==> src/rtl/mem_wb_stage_if.sv <==
// mem_wb_stage_if: req/ack data-memory port between the MEM stage and data memory.
interface mem_wb_stage_if;
    logic        dm_req;
    logic        dm_we;
    logic [31:0] dm_addr;
    logic [31:0] dm_wdata;
    logic        dm_ack;
    logic [31:0] dm_rdata;
    modport master (output dm_req, dm_we, dm_addr, dm_wdata, input dm_ack, dm_rdata);
    modport slave (input dm_req, dm_we, dm_addr, dm_wdata, output dm_ack, dm_rdata);
endinterface

==> src/rtl/mem_wb_stage.sv <==
// mem_wb_stage: MEM stage with req/ack data access, stall generation and MEM/WB register (falling-edge).
module mem_wb_stage #(
    parameter int TIMEOUT = 16
) (
    input  logic                  CLK,
    input  logic                  RST,
    input  logic [31:0]           ALUData,
    input  logic [31:0]           writeData,
    input  logic [4:0]            writeSrc,
    input  logic [31:0]           nextPC4,
    input  logic                  MemWrite,
    input  logic                  MemRead,
    input  logic [1:0]            MemtoReg,
    input  logic                  RegWrite,
    mem_wb_stage_if.master        dm,
    output logic                  memStall,
    output logic [31:0]           wbData,
    output logic [4:0]            wbDst,
    output logic                  wbRegWrite,
    output logic                  alignErr,
    output logic                  busErr,
    output logic [31:0]           errAddr
);
    localparam int CW = $clog2(TIMEOUT);
    typedef enum logic {S_IDLE, S_WAIT} state_t;
    state_t state_q, state_d;
    logic [CW-1:0] cnt_q, cnt_d;
    logic req_q, req_d, we_q, we_d;
    logic [31:0] addr_q, addr_d, wdata_q, wdata_d;
    logic [31:0] wb_data_q, wb_data_d;
    logic [4:0] wb_dst_q, wb_dst_d;
    logic wb_rw_q, wb_rw_d;
    logic align_err_q, align_err_d, bus_err_q, bus_err_d;
    logic [31:0] err_addr_q, err_addr_d;
    logic stall, access, aligned, done;
    logic [31:0] sel_data;
    assign access  = MemRead | MemWrite;
    assign aligned = ALUData[1:0] == 2'b00;
    assign done    = (state_q == S_WAIT) & dm.dm_ack;
    // load data only ever comes from a completing access
    assign sel_data = MemtoReg == 2'b01 ? (done ? dm.dm_rdata : 32'd0) :
                      MemtoReg == 2'b10 ? nextPC4 : ALUData;
    always_comb begin
        state_d     = state_q;
        cnt_d       = cnt_q;
        req_d       = req_q;
        we_d        = we_q;
        addr_d      = addr_q;
        wdata_d     = wdata_q;
        wb_data_d   = 32'd0;
        wb_dst_d    = 5'd0;
        wb_rw_d     = 1'b0;
        align_err_d = 1'b0;
        bus_err_d   = 1'b0;
        err_addr_d  = err_addr_q;
        stall       = 1'b0;
        if (state_q == S_IDLE) begin
            if (access && aligned) begin
                state_d = S_WAIT;
                cnt_d   = '0;
                req_d   = 1'b1;
                we_d    = MemWrite;
                addr_d  = ALUData;
                wdata_d = writeData;
                stall   = 1'b1;
            end else if (access) begin
                align_err_d = 1'b1;
                err_addr_d  = ALUData;
            end else begin
                wb_data_d = sel_data;
                wb_dst_d  = writeSrc;
                wb_rw_d   = RegWrite;
            end
        end else if (dm.dm_ack) begin
            state_d   = S_IDLE;
            req_d     = 1'b0;
            wb_data_d = sel_data;
            wb_dst_d  = writeSrc;
            wb_rw_d   = RegWrite;
        end else if (cnt_q == CW'(TIMEOUT - 1)) begin
            state_d    = S_IDLE;
            req_d      = 1'b0;
            bus_err_d  = 1'b1;
            err_addr_d = addr_q;
        end else begin
            cnt_d = cnt_q + CW'(1);
            stall = 1'b1;
        end
    end
    always_ff @(negedge CLK) begin
        if (RST) begin
            state_q     <= S_IDLE;
            cnt_q       <= '0;
            req_q       <= 1'b0;
            we_q        <= 1'b0;
            addr_q      <= 32'd0;
            wdata_q     <= 32'd0;
            wb_data_q   <= 32'd0;
            wb_dst_q    <= 5'd0;
            wb_rw_q     <= 1'b0;
            align_err_q <= 1'b0;
            bus_err_q   <= 1'b0;
            err_addr_q  <= 32'd0;
        end else begin
            state_q     <= state_d;
            cnt_q       <= cnt_d;
            req_q       <= req_d;
            we_q        <= we_d;
            addr_q      <= addr_d;
            wdata_q     <= wdata_d;
            wb_data_q   <= wb_data_d;
            wb_dst_q    <= wb_dst_d;
            wb_rw_q     <= wb_rw_d;
            align_err_q <= align_err_d;
            bus_err_q   <= bus_err_d;
            err_addr_q  <= err_addr_d;
        end
    end
    assign memStall    = RST ? 1'b0 : stall;
    assign dm.dm_req   = req_q;
    assign dm.dm_we    = we_q;
    assign dm.dm_addr  = addr_q;
    assign dm.dm_wdata = wdata_q;
    assign wbData      = wb_data_q;
    assign wbDst       = wb_dst_q;
    assign wbRegWrite  = wb_rw_q;
    assign alignErr    = align_err_q;
    assign busErr      = bus_err_q;
    assign errAddr     = err_addr_q;
endmodule

==> src/flat_wrapper.sv <==
// flat-port wrapper written by rule: the top's interface ports become plain ports
module mem_wb_stage_flat 
#(
    parameter int TIMEOUT = 16
)
  (CLK, RST, ALUData, writeData, writeSrc, nextPC4, MemWrite, MemRead, MemtoReg, RegWrite, memStall, wbData, wbDst, wbRegWrite, alignErr, busErr, errAddr, dm_dm_req, dm_dm_we, dm_dm_addr, dm_dm_wdata, dm_dm_ack, dm_dm_rdata);
  mem_wb_stage_if dm_i ();
  input  logic CLK;
  input  logic RST;
  input  logic [31:0] ALUData;
  input  logic [31:0] writeData;
  input  logic [4:0] writeSrc;
  input  logic [31:0] nextPC4;
  input  logic MemWrite;
  input  logic MemRead;
  input  logic [1:0] MemtoReg;
  input  logic RegWrite;
  output logic memStall;
  output logic [31:0] wbData;
  output logic [4:0] wbDst;
  output logic wbRegWrite;
  output logic alignErr;
  output logic busErr;
  output logic [31:0] errAddr;
  output wire logic [$bits(dm_i.dm_req)-1:0] dm_dm_req;
  output wire logic [$bits(dm_i.dm_we)-1:0] dm_dm_we;
  output wire logic [$bits(dm_i.dm_addr)-1:0] dm_dm_addr;
  output wire logic [$bits(dm_i.dm_wdata)-1:0] dm_dm_wdata;
  input wire logic [$bits(dm_i.dm_ack)-1:0] dm_dm_ack;
  input wire logic [$bits(dm_i.dm_rdata)-1:0] dm_dm_rdata;
  assign dm_dm_req = dm_i.dm_req;
  assign dm_dm_we = dm_i.dm_we;
  assign dm_dm_addr = dm_i.dm_addr;
  assign dm_dm_wdata = dm_i.dm_wdata;
  assign dm_i.dm_ack = dm_dm_ack;
  assign dm_i.dm_rdata = dm_dm_rdata;
  mem_wb_stage #(.TIMEOUT(TIMEOUT)) u_core (.CLK(CLK), .RST(RST), .ALUData(ALUData), .writeData(writeData), .writeSrc(writeSrc), .nextPC4(nextPC4), .MemWrite(MemWrite), .MemRead(MemRead), .MemtoReg(MemtoReg), .RegWrite(RegWrite), .dm(dm_i), .memStall(memStall), .wbData(wbData), .wbDst(wbDst), .wbRegWrite(wbRegWrite), .alignErr(alignErr), .busErr(busErr), .errAddr(errAddr));
endmodule
==> config.mk <==
export PLATFORM = sky130hd
export DESIGN_NAME = mem_wb_stage_flat
export DESIGN_NICKNAME = d
export VERILOG_FILES = /design/src/rtl/mem_wb_stage_if.sv /design/src/rtl/mem_wb_stage.sv /design/src/flat_wrapper.sv
export SDC_FILE = /design/constraint.sdc
export NUM_CORES = 1
export LEC_CHECK = 0
export ABC_AREA = 1
export CAP_MARGIN = 30
export CORE_UTILIZATION = 25
export DETAILED_ROUTE_END_ITERATION = 7
export GPL_TIMING_DRIVEN = 0
export PLACE_DENSITY = 0.55
export RECOVER_POWER = 25
export SETUP_SLACK_MARGIN = 0.3
export SKIP_LAST_GASP = 1
export SLEW_MARGIN = 25
export SYNTH_ARGS = -nofsm -noshare
export SYNTH_HDL_FRONTEND = slang
export SYNTH_SLANG_ARGS = --single-unit
==> constraint.sdc <==
create_clock -name CLK -period 1.7 [get_ports CLK]
set_input_delay 0.425 -clock CLK [delete_from_list [all_inputs] [get_ports CLK]]
set_output_delay 0.425 -clock CLK [all_outputs]
set_load 0.01 [all_outputs]
== Yosys cells after proc, flatten, opt, wreduce, memory -nomap -nowiden ==
Cells that the tools add are included.
Storage, ports and cells
  register bits after elaboration: 143
  bits in latches: 0
  memory bits (writable): 0
  memory bits (read-only): 0
  output and inout bits: 139
  word-level logic and storage cells: 69
  memories kept: 0
Cells by class
  add/sub/neg operators: 1
  multipliers: 0
  div/mod/pow operators: 0
  magnitude comparators: 0
  equality and inequality tests: 8
  shifts and indexed selects: 0
  multiplexer cells: 35
  bitwise gates (word level): 3
  reductions and logical operators: 10
Operators with widths (number)
  32-bit two-way mux: 12
  5-bit two-way mux: 4
  4-bit two-way mux: 4
  1-bit two-way mux: 15
  2-bit != test (second input constant): 3
  3-bit OR reduction: 2
  4-bit by 1-bit adder with 4-bit output (second input constant): 1
  4-bit equality test (second input constant): 1
  2-bit AND reduction: 2
  4-bit AND reduction: 1
  2-bit nonzero test: 2
  3-bit != test (second input constant): 1
  3-bit AND reduction: 1
  2-bit by 1-bit equality test with 1-bit output (second input constant): 1
  2-bit equality test (second input constant): 1
  2-bit logical NOT: 1
  2-bit by 1-bit != test with 1-bit output (second input constant): 1
  1-bit AND: 1
  1-bit logical AND: 1
  1-bit NOT: 1
  1-bit OR: 1

== Depth between registers and ports, before layout ==
Gate-level depths: netlist (run 1).
  depth after elaboration: 6
  gate-level depth with buffers: 9
  gate-level depth less buffers: 9

==> flow_metrics.env, run 1 <==
export IMPL_synthAdderAreaFrac_pct=0.2044
export IMPL_finClkSkew_ns=0.02044
export IMPL_synth_common_cells="nand2_1, dfxtp_1, nor2_1, a21oi_1, nand3_1"
export IMPL_syn_cell_area_um2=6122
export IMPL_drive_gt1_share_pct=52.76
export IMPL_swShare_pct=35.24
export IMPL_r2r_end="u_core.errAddr[15]"
export IMPL_status="complete, but fails checks"
export IMPL_worst_slew_pin_slew_ns=0.6881
export IMPL_yosys_top_cells_area="dfxtp_1, nand2_1, a21oi_1"
export IMPL_clkPwrFrac_pct=44.2
export IMPL_synthSimpleGateAreaFrac_pct=29.53
export IMPL_p_int_mw=7.620
export IMPL_power_density_nw_per_um2=847.7
export IMPL_cts_num_sinks=143
export IMPL_grt_setup_unrepaired="true"
export IMPL_numCtsBuffers=17
export IMPL_dp_hpwl_um=19750
export IMPL_synth_most_common_cell="nand2_1"
export IMPL_ant_nets=0
export IMPL_slowest_delay_ns=0.37
export IMPL_clock_latency_ns=0.46
export IMPL_reg2reg_slack_ns=0.05
export IMPL_portBuffers=278
export IMPL_yosysSeqAreaShare_pct=46.76
export IMPL_synth_area_mux_share_pct=0
export IMPL_vias_per_cell=4.683
export IMPL_startpoint_type="flop"
export IMPL_synth_main_ff_cell="dfxtp_1"
export IMPL_multi_input_comb_area_um2=3761
export IMPL_grt_pass1_wl_um=42750
export IMPL_grt_overflow=0
export IMPL_leakage_nw=6.572
export IMPL_avgSynthCellArea_um2=7.412
export IMPL_synth_top_family_by_area="simple AND/OR/NAND/NOR gates"
export IMPL_grt_usage_pct=23.04
export IMPL_rr_worst_depth=6
export IMPL_clockBufferDepth=2
export IMPL_grt_pass1_vias=8072
export IMPL_drt_pre_antenna_iters=5
export IMPL_grt_start_max_net_pins=17
export IMPL_placed_cells=1423
export IMPL_yosysWarningCount=0
export IMPL_area_delta_synth_final_pct=126.7
export IMPL_fillers=2145
export IMPL_synth_xor_area_share_pct=0
export IMPL_crit_chain="inv_4 -> buf_8 -> nand2_4 -> nand2_4 -> nor2_4 -> buf_6"
export IMPL_crit_path_end_kind="output pin"
export IMPL_r2r_start="u_core.state_q"
export IMPL_dr_first_iter_drc_count=380
export IMPL_seqPwrFrac_pct=32.0
export IMPL_synth_compound_area_share_pct=15.90
export IMPL_synthArstFlopShare_pct=0
export IMPL_cpMostUsedCell="nand2_4"
export IMPL_path_max_fanout=10
export IMPL_setup_tns_ns=-103.75
export IMPL_clk_pin_slew_ns=0.04
export IMPL_timing_hold_violations_final=0
export IMPL_cap_violations=0
export IMPL_io_pins=280
export IMPL_path_class="reg2out"
export IMPL_hold_depth=2
export IMPL_synth_edf_count=0
export IMPL_cts_tree="built"
export IMPL_vias=8111
export IMPL_die_area_um2=25120
export IMPL_setup_viol=280
export IMPL_initial_core_util_pct=25.77
export IMPL_layout_area_seq_um2=3047
export IMPL_stdcell_count=1732
export IMPL_wl_um=30120
export IMPL_hp_class="reg2reg"
export IMPL_synthCells=826
export IMPL_yosys_cell_types_count=26
export IMPL_power_switching_mw=4.146
export IMPL_drcViolationCount=0
export IMPL_ctsRootBufferMaster="clkbuf_16"
export IMPL_slew_violations=0
export IMPL_synth_top_area_cell="dfxtp_1"
export IMPL_cp_slowest_cell="dfxtp_2"
export IMPL_die_w_um=158.5
export IMPL_critical_path_startpoint="u_core.state_q"
export IMPL_violations="negative setup slack"
export IMPL_ys_seq_elements=143
export IMPL_irDropWorstVdd_mv=0.5053
export IMPL_htreeDepth=4
export IMPL_fin_ws_ns=-1.014
export IMPL_min_to="u_core.dm.dm_wdata[28]"
export IMPL_hold_start="u_core.dm.dm_wdata[28]"
export IMPL_critPathArrivalTime_ns=2.29
export IMPL_nets=1541
export IMPL_wl_per_cell_um=17.39
export IMPL_core_um2=23750
export IMPL_antenna_found_initial=2
export IMPL_synth_fp_nets=968
export IMPL_place_congestion=0.8204
export IMPL_die_y_um=158.5
export IMPL_postCtsHoldBufs=0
export IMPL_netlist_area_leader_share_pct=46.76
export IMPL_max_slew_margin_pct=54.13
export IMPL_cp_required_ns=1.27
export IMPL_num_rows=56
export IMPL_comb_power_share_pct=23.8
[registers in the layout, indices dropped and copies added, names as in the netlist, 4 cells and up]
register,count
u_core.wbData,32
u_core.dm.dm_addr,32
u_core.errAddr,32
u_core.cnt_q,4
u_core.wbDst,5
u_core.dm.dm_wdata,32
[how the worst max path moves through the flow]
stage | to
after floorplan | memStall
after global placement | u_core.errAddr[30]
after detailed placement | u_core.errAddr[29]
after CTS | memStall
after global routing | memStall
final | memStall
[what timing repair did]
item	4_1_cts	5_1_grt
resized for setup	909	155
setup endpoints to repair	282	282
setup buffers	76	35
cloned	17	6
pin swaps	68	40
[per-layer routing]
layer | up-vias | share of wire, % | GRT usage (%)
li1 | 3902 | - | -
met1 | 3842 | 39 | 24.13
met2 | 335 | 50 | 39.56
met3 | 30 | 9.4 | 10.75
met4 | 2 | 1.3 | 9.570
met5 | - | 0.056 | 0
[power by group through the flow]
stage                     registers [mW]  clock network [mW]  logic (mW)
after floorplan                     3.85               0.512       0.843
after global placement              3.77               0.512        1.94
after detailed placement            3.77               0.512        1.95
after CTS                           3.77                5.36        2.52
after global routing                3.77                5.79        2.98
final                               3.76                5.20        2.80
[cell families (layout without fill, tap and decap cells)]
family          count (synthesis)  after routing
compound gates                168            168
simple gates                  424            424
fa+ha+maj                       1              1
buf+inv                        90            676
flops                         143            143
other cells                     0              1
[worst max-delay path: cells and delay by family, from the launching register on]
kind,cells,cell delay [ns]
flops,1,0.37
buf+inv,3,0.34
simple gates,3,0.26
[stage by stage]
stage                     setup WS [ns]  utilization, %  hold slack (ns)  area, µm²  power (mW)
after floorplan                 -0.4867               -           0.4563       6990       5.205
after global placement           -1.274           42.83           0.4417      10170       6.226
after detailed placement         -1.299           42.83           0.4400      10170       6.237
after CTS                        -1.006           54.66           0.4651      12980       11.64
after global routing             -1.058           58.42           0.4759      13880       12.55
final                            -1.014           58.43           0.4619      13880       11.77
[layout make-up]
cell class,instances,share of cell area (%)
sequential,143,21.95
buffer,67,5.598
multi-input combinational,593,27.10
tap,319,2.876
clock buffer,17,3.065
antenna,1,0.01803
timing repair buffer,412,33.34
inverter,22,0.9015
clock inverter,158,5.156
[layout by cell type, fill, tap and decap left out, types with 8 or more instances in the layout]
| cell | Yosys | routed |
|---|---|---|
| buf_6 | 4 | 180 |
| nand2_1 | 199 | 158 |
| inv_1 | 21 | 156 |
| dfxtp_2 | 0 | 138 |
| clkdlybuf4s50_1 | 0 | 105 |
| nor2_1 | 112 | 103 |
| buf_4 | 19 | 84 |
| a21oi_2 | 8 | 84 |
| nand3_2 | 0 | 60 |
| nand4_1 | 33 | 33 |
| nand2_2 | 8 | 28 |
| clkbuf_16 | 0 | 23 |
| o21ai_0 | 34 | 22 |
| buf_12 | 0 | 21 |
| nand2_4 | 0 | 19 |
| buf_8 | 0 | 18 |
| a21boi_1 | 10 | 17 |
| buf_16 | 0 | 16 |
| dlymetal6s2s_1 | 0 | 14 |
| dlygate4sd2_1 | 0 | 13 |
| o21ai_1 | 1 | 11 |
| a21oi_1 | 91 | 10 |
| a21boi_0 | 20 | 9 |
| nor2_2 | 2 | 8 |
| clkbuf_2 | 0 | 8 |
No activity file was read; power rests on OpenSTA's default activity.
==> run 2, diff against run 1 <==
==> constraint.sdc (replaced) <==
create_clock -name CLK -period 2.9 [get_ports CLK]
set_input_delay 0.725 -clock CLK [delete_from_list [all_inputs] [get_ports CLK]]
set_output_delay 0.725 -clock CLK [all_outputs]
set_load 0.01 [all_outputs]
==> flow_metrics.env, run 2 (synthesized netlist as in run 1, its figures left out) <==
export IMPL_r2r_start="u_core.state_q"
export IMPL_grt_pass1_vias=8276
export IMPL_wl_um=29680
export IMPL_critPathArrivalTime_ns=2.88
export IMPL_numCtsBuffers=17
export IMPL_final_cell_mix="buf_6, inv_1, nand2_1"
export IMPL_vias=7972
export IMPL_cp_slowest_cell="dfxtp_4"
export IMPL_timing_hold_violations_final=0
export IMPL_die_w_um=158.5
export IMPL_status="complete, but fails checks"
export IMPL_post_place_ws_ns=-0.9880
export IMPL_cpMostUsedCell="nand2_4"
export IMPL_htreeDepth=4
export IMPL_clk_pin_slew_ns=0.04
export IMPL_drive_gt1_share_pct=52.33
export IMPL_portBuffers=278
export IMPL_r2r_end="u_core.errAddr[16]"
export IMPL_cp_required_ns=2.17
export IMPL_grt_start_max_net_pins=17
export IMPL_die_area_um2=25120
export IMPL_fin_area_um2=13580
export IMPL_cts_tree="built"
export IMPL_vias_per_cell=4.654
export IMPL_startpoint_type="flop"
export IMPL_finClkSkew_ns=0.01880
export IMPL_antenna_found_initial=1
export IMPL_rr_worst_depth=6
export IMPL_setup_tns_ns=-30.98
export IMPL_core_um2=23750
export IMPL_power_density_nw_per_um2=507.4
export IMPL_hp_class="reg2reg"
export IMPL_hold_start="u_core.dm.dm_wdata[29]"
export IMPL_grt_setup_unrepaired="true"
export IMPL_max_slew_margin_pct=49.68
export IMPL_violations="negative setup slack"
export IMPL_path_class="reg2out"
export IMPL_drcViolationCount=0
export IMPL_place_congestion=0.7724
export IMPL_wl_per_cell_um=17.32
export IMPL_clock_latency_ns=0.47
export IMPL_die_y_um=158.5
export IMPL_clockBufferDepth=2
export IMPL_postCtsHoldBufs=0
export IMPL_area_delta_synth_final_pct=121.9
export IMPL_dr_first_iter_drc_count=310
export IMPL_crit_path_end_kind="output pin"
export IMPL_ant_nets=0
export IMPL_slowest_delay_ns=0.35
export IMPL_io_pins=280
export IMPL_grt_pass1_wl_um=42590
export IMPL_slew_violations=0
export IMPL_hold_depth=2
export IMPL_irDropWorstVdd_mv=0.3755
export IMPL_grt_overflow=0
export IMPL_setup_viol=243
export IMPL_num_rows=56
export IMPL_grt_usage_pct=22.71
export IMPL_reg2reg_slack_ns=1.30
export IMPL_worst_slew_pin_slew_ns=0.7548
export IMPL_cts_num_sinks=143
export IMPL_fillers=2112
export IMPL_path_max_fanout=2
export IMPL_post_route_util_pct=57.18
export IMPL_initial_core_util_pct=25.77
export IMPL_crit_chain="ha_4 -> nand3_4 -> nand2_2 -> nand2_4 -> nand2_4 -> nor2_4 -> buf_6"
export IMPL_placed_cell_area_um2=9997
export IMPL_fin_ws_ns=-0.7098
export IMPL_cap_violations=0
export IMPL_ctsRootBufferMaster="clkbuf_16"
export IMPL_min_to="u_core.dm.dm_wdata[29]"
export IMPL_leakage_nw=6.381
export IMPL_drt_pre_antenna_iters=5
export IMPL_nets=1522
export IMPL_dp_hpwl_um=19550
export IMPL_final_common_cell="buf_6"
export IMPL_p_total_mw=6.893
-- run 2: changes by cell type in the layout (fill, tap and decap cells not counted), sizes merged --
| cell | change |
|---|---|
| buf | -24 |
| clkbuf | +4 |
| clkdlybuf4s50 | +4 |
| dlymetal6s2s | -4 |
| clkinv | -2 |
| bufinv | +1 |
| dlygate4sd2 | +1 |
| inv | +1 |
-- run 2: cell type report --
cell class	instances	area (µm²)	area share, %
well taps	319	399.1	2.938
diodes	1	2.502	0.01842
clock inverters	158	716.9	5.278
flip-flops and latches	143	3025	22.27
inverters	22	122.6	0.9027
multi-input cells	593	3906	28.76
repair buffers	393	4239	31.21
clock buffers	17	425.4	3.132
plain buffers	67	745.7	5.490
-- run 2: power breakdown --
group / total (mW) / internal, mW / switching, mW
clock: 3.10 / 1.51 / 1.59
sequential: 2.21 / 2.12 / 0.0881
combinational: 1.59 / 0.867 / 0.721
total: 6.89 / 4.49 / 2.40
-- run 2: per-stage QoR --
stage	std cells	hold WS, ns
floorplan	826	0.4722
global placement	1423	0.4491
detailed placement	1423	0.4557
CTS	1676	0.4656
global route	1712	0.4644
finish	1713	0.4551
-- run 2: worst max path at each step --
stage / start / endpoint / slack (ns) / depth (start not counted)
final: u_core.cnt_q[0] / memStall / -0.71 / 7
after global routing: u_core.cnt_q[0] / memStall / -0.79 / 7
after CTS: u_core.cnt_q[1] / memStall / -0.71 / 7
after detailed placement: MemtoReg[0] / u_core.wbData[15] / -0.99 / 7
after global placement: MemtoReg[0] / u_core.wbData[15] / -0.98 / 7
after floorplan: u_core.cnt_q[0] / memStall / -0.19 / 6
-- run 2: routing by layer --
metal / GRT usage (%) / wire (µm)
met5: 0 / 13
met3: 11.02 / 2628
met1: 23.61 / 11720
met2: 38.55 / 14750
met4: 10.21 / 567
-- run 2: critical path, delay by kind of cell (launching register included) --
kind,cells,cell delay [ns]
simple gates,5,0.34
fa+ha+maj,1,0.17
flops,1,0.35
buf+inv,1,0.12
-- run 2: what timing repair did --
action | in CTS | in global routing
hold endpoints to repair | 0 | 0
resized for setup | 966 | 226
pin swaps | 64 | 46
cloned | 10 | 11
buffers inserted | 69 | 25
endpoints found under the setup margin | 282 | 281
